`src/rtl/design_parameters.sv`:
```
// rtl/design_parameters.sv - global sizing macros shared across the EU datapath
`ifndef DESIGN_PARAMETERS_SV
`define DESIGN_PARAMETERS_SV

`define EU_IQUEUE_NUM_IDX_BITS 2

`endif

```
`src/rtl/pkg_dtypes.sv`:
```
// rtl/pkg_dtypes.sv - shared datapath types for dispatch, EU queues and operand cache
package pkg_dtypes;

   typedef struct packed {
      logic [5:0]  opcode;
      logic [4:0]  dst;
      logic [4:0]  src0;
      logic [4:0]  src1;
      logic [10:0] imm;
   } type_iqueue_entry;

endpackage

```
`src/rtl/eu_iqueue.sv`:
```
// rtl/eu_iqueue.sv - in-order per-EU instruction queue feeding the operand cache
`ifndef EU_IQUEUE_NUM_IDX_BITS
`define EU_IQUEUE_NUM_IDX_BITS 2
`endif

module eu_iqueue
   import pkg_dtypes::*;
#(
   parameter int unsigned NUM_IDX_BITS   = `EU_IQUEUE_NUM_IDX_BITS,
   parameter int unsigned STALL_CNT_BITS = 8,
   parameter int unsigned EU_IDX         = 0
) (
   input  logic                      clk,
   input  logic                      reset,
   input  type_iqueue_entry          instr_i,
   input  logic                      instr_valid_i,
   output logic                      instr_ready_o,
   output type_iqueue_entry          curr_instr_o,
   output logic                      curr_instr_valid_o,
   input  logic                      retire_i,
   input  logic                      flush_i,
   output logic [NUM_IDX_BITS:0]     count_o,
   output logic [STALL_CNT_BITS-1:0] stall_cnt_o,
   output logic                      stall_timeout_o,
   output logic                      retire_err_o
);

   // EU_IDX is debug-only; folded in with zero weight so it stays referenced.
   localparam int unsigned DEPTH = (2 ** NUM_IDX_BITS) + 0 * EU_IDX;
   localparam logic [NUM_IDX_BITS:0]     CNT_FULL  = (NUM_IDX_BITS + 1)'(DEPTH);
   localparam logic [NUM_IDX_BITS:0]     CNT_ONE   = (NUM_IDX_BITS + 1)'(1);
   localparam logic [NUM_IDX_BITS-1:0]   PTR_ONE   = NUM_IDX_BITS'(1);
   localparam logic [STALL_CNT_BITS-1:0] STALL_ONE = STALL_CNT_BITS'(1);
   localparam logic [STALL_CNT_BITS-1:0] STALL_MAX = '1;

   type_iqueue_entry            mem [DEPTH];
   logic [NUM_IDX_BITS-1:0]     wr_ptr;
   logic [NUM_IDX_BITS-1:0]     rd_ptr;
   logic [NUM_IDX_BITS:0]       count;
   logic [STALL_CNT_BITS-1:0]   stall_cnt;
   logic                        retire_err;
   logic                        not_empty;
   logic                        do_push;
   logic                        do_retire;

   assign not_empty = (count != '0);
   assign do_push   = instr_valid_i & instr_ready_o & ~flush_i;
   assign do_retire = retire_i & not_empty & ~flush_i;

   always_ff @(posedge clk or posedge reset) begin
      if (reset) begin
         wr_ptr    <= '0;
         rd_ptr    <= '0;
         count     <= '0;
         stall_cnt <= '0;
      end else if (flush_i) begin
         wr_ptr    <= '0;
         rd_ptr    <= '0;
         count     <= '0;
         stall_cnt <= '0;
      end else begin
         if (do_push) begin
            wr_ptr <= wr_ptr + PTR_ONE;
         end
         if (do_retire) begin
            rd_ptr <= rd_ptr + PTR_ONE;
         end
         case ({do_push, do_retire})
            2'b10:   count <= count + CNT_ONE;
            2'b01:   count <= count - CNT_ONE;
            default: count <= count;
         endcase
         // Counts how long the present head has been waiting; a new head starts from zero.
         if (not_empty && !retire_i) begin
            stall_cnt <= (stall_cnt == STALL_MAX) ? stall_cnt : stall_cnt + STALL_ONE;
         end else begin
            stall_cnt <= '0;
         end
      end
   end

   // Sticky across flush so a spurious retire is still visible when debugging.
   always_ff @(posedge clk or posedge reset) begin
      if (reset) begin
         retire_err <= 1'b0;
      end else if (retire_i && !not_empty) begin
         retire_err <= 1'b1;
      end
   end

   always_ff @(posedge clk) begin
      if (do_push) begin
         mem[wr_ptr] <= instr_i;
      end
   end

   assign instr_ready_o      = (count != CNT_FULL);
   assign curr_instr_valid_o = not_empty;
   assign curr_instr_o       = not_empty ? mem[rd_ptr] : '0;
   assign count_o            = count;
   assign stall_cnt_o        = stall_cnt;
   assign stall_timeout_o    = (stall_cnt == STALL_MAX);
   assign retire_err_o       = retire_err;

endmodule

```
`config.mk`:
```
export PLATFORM = sky130hd
export DESIGN_NAME = eu_iqueue
export DESIGN_NICKNAME = d
export VERILOG_FILES = /design/src/rtl/design_parameters.sv /design/src/rtl/pkg_dtypes.sv /design/src/rtl/eu_iqueue.sv
export SDC_FILE = /design/constraint.sdc
export NUM_CORES = 1
export LEC_CHECK = 0
export BUFFER_PORTS_ARGS = -buffer_cell sky130_fd_sc_hd__buf_2
export CORE_ASPECT_RATIO = 0.75
export CORE_MARGIN = 1
export CORE_UTILIZATION = 55
export CTS_CLUSTER_DIAMETER = 120
export DETAILED_ROUTE_END_ITERATION = 16
export PLACE_DENSITY_LB_ADDON = 0.15
export SYNTH_ARGS = -nofsm -noshare
export SYNTH_HDL_FRONTEND = slang
export SYNTH_SLANG_ARGS = --single-unit
```
`constraint.sdc`:
```
create_clock -name clk -period 5.25 [get_ports clk]
set_input_delay 0.7875 -clock clk [delete_from_list [all_inputs] [get_ports clk]]
set_output_delay 0.7875 -clock clk [all_outputs]
set_load 0.005 [all_outputs]
```
==> qor.txt <==
Layout Cells excl Fill: 556
Hold_buf cts: 0
Global-route wire length before repair: 16600 um
R2r startpoint: count_o[0]$_DFFE_PP0P_
I/O pin total: 84
Tcrit/Tclk final: 0.614
Min Clock Period, post-route: 3220 ps
Synth Area in Simple Gates: 0.0756
Placeable Area: 10400 um2
Pin count of the biggest net entering global routing: 38
CTS tree: done
Req. time, crit path: 4460 ps
Hold Crit Class: register to register
Die Width: 122 um
Most frequent cells in the layout: edfxtp_1, buf_2, and2_1
Vias in the first global route: 3179
# diodes: 0
R2R Setup Slk: 2990 ps
Clk pin slew, worst setup/hold paths: 60 ps
Routed WL: 10600 um
Clock Latency Late Sink: 410 ps
Drt initial violations: 248
Top_reg_cell synth: edfxtp_1
Multi-input gate area in the final layout: 1520 um2
Port-buffer cells: 83
Fin Hold WS: 455 ps
Crit start category: register
Routed len/inst: 19.1 um
Setup TNS Final: 0 ps
Pwr dens: 405 nW/um2
Count of different cell masters after synthesis: 45
Largest family of logic cells by synthesized area: multiplexers
Mapped Avg Cell Area: 18.6 um2
Pre-CTS setup slack: 2400 ps
Power Total: 2.87 mW
Critical Path Start: rd_ptr[0]$_DFFE_PP0P_
Leading cell type in the layout, fill and taps excluded: edfxtp_1
CTS H-Tree Depth: 4
Fin worst setup slack: 2030 ps
Via count: 3148
Fillers: 703
CP Class: register to output port
Post-synth EDFFs: 128
Crit-path max FO: 19
Static Leakage: 2.57 nW
Number of gates resized after cts: 0
Mapped Nets: 360
Rel. slew slack: 0.480
Yosys reg bits: 144
Min-delay src: retire_err_o$_DFFE_PP0P_
Synth Area in Compound Gates: 0.0309
Die area: 11200 um2
Initial antenna violation count: 0
Hold Crit Depth: 1
CP Capture Type: output port
Initial core utilization: 0.570
Syn-to-layout area delta: 20.1%
Die height: 91.8 um
Clock tree root driver cell: clkbuf_16
R2R depth: 5
Mux cell area share after synthesis: 0.128
Drt drc: 0
Max-slew violation count: 0
Global Route Usage Sum: 0.208
Mapped Cells: 317
Placed Area: 6430 um2
Max Clock Freq: 0.310 GHz
Final setup skew: 9.79 ps
Share of post-route cells with drive strength above 1: 0.374
Post-route ant nets: 0
Layout net count: 450
Status: completed
CTS max path bufs: 2
Asr flop ratio synth: 0.111
Synth Area in Adders: 0.0140
Syn Std Cell Area: 5910 um2
DPL Wire Length: 6480 um
RD Place Congestion: 0.767
Setup-failing EPs final: 0
Dpl cells: 524
Post-CTS Setup Inserts: 0
Final Instance Area: 7090 um2
CTS Sinks: 144
Gr ovfl total: 0
Count of final hold-check violations: 0
Post-synthesis sequential area ratio: 0.718
Register area: 4250 um2
Max-cap violations: 0
Row Count: 32
Post-layout util: 0.684
XOR/XNOR Fraction of Synth Area: 0.00445
Initial DRT Pass Iterations: 4
RSZ-0062 raised after global routing: no
Slew @ Worst Pin: 780 ps
CP arrival: 2430 ps
Max rail drop VDD: 0.238 mV
Clock buffers created by TritonCTS: 17
Yosys warns: 0
Via/cell ratio: 5.66
[cells in the mapped netlist, types with 2 or more instances]
cell	count	area share
buf_2	8	0.0068
nor2_1	7	0.0044
nand2b_1	2	0.0021
xor2_1	2	0.0030
and4_1	2	0.0030
mux4_1	4	0.018
nor3_1	5	0.0042
inv_1	8	0.0051
buf_12	3	0.010
dfrtp_1	16	0.068
edfxtp_1	128	0.65
and2_1	32	0.034
nand2_1	5	0.0032
nand3_1	9	0.0076
a211oi_1	2	0.0025
mux4_2	28	0.11
o21ai_0	4	0.0034
and3_1	2	0.0021
ha_1	5	0.011
nor3b_1	6	0.0076
o2111ai_1	3	0.0044
a21oi_1	5	0.0042
clkbuf_1	6	0.0038
a31oi_1	4	0.0042
[cell families (layout without fill, tap and decap cells)]
family          Yosys count  in the layout
buf+inv                  27            130
fa+ha+maj                 6              6
mux                      34             34
flops                   144            144
simple gates             76             76
compound gates           27             27
xor+xnor                  3              3
[routing by layer]
| layer | wire (um) | share of wire | track usage | up-vias |
|---|---|---|---|---|
| li1 | - | - | - | 1441 |
| met1 | 4760 | 0.45 | 0.278 | 1619 |
| met2 | 5240 | 0.49 | 0.327 | 84 |
| met3 | 580 | 0.054 | 0.0578 | 4 |
| met4 | 62 | 0.0058 | 0.0782 | 0 |
| met5 | 0 | 0 | 0 | - |
[worst max-delay path, cell delays in order, from the launching register on]
cell and delay, ps:
dfrtp_2 690, buf_4 440, mux4_1 590, and2_1 160
buf_2 120
[registers in the layout, summed over array words and instances, names as in the netlist]
name          count
retire_err_o      1
wr_ptr            2
count_o           3
stall_cnt_o       8
rd_ptr            2
mem             128
[path summary, 6_finish.rpt]
kind / end
worst max-delay path: curr_instr_o[2]
worst min-delay path: retire_err_o$_DFFE_PP0P_
worst max register to register: count_o[2]$_DFFE_PP0P_
worst min register to register: retire_err_o$_DFFE_PP0P_
max in group asynchronous: rd_ptr[0]$_DFFE_PP0P_
min in group asynchronous: count_o[1]$_DFFE_PP0P_
[cell type report]
class | count | share of cell area
multi-input combinational | 146 | 0.214
sequential | 144 | 0.599
clock inverter | 14 | 0.0335
clock buffer | 18 | 0.0605
inverter | 9 | 0.00476
timing repair buffer | 89 | 0.0649
tap | 136 | 0.0240
[power breakdown]
part | internal, mW | switching [mW] | leakage [nW]
Combinational | 0.114 | 0.110 | 0.884
Sequential | 1.28 | 0.0258 | 1.37
Clock | 0.891 | 0.449 | 0.314
Total | 2.29 | 0.585 | 2.57
Note: power is estimated with default switching activity, not from simulation.
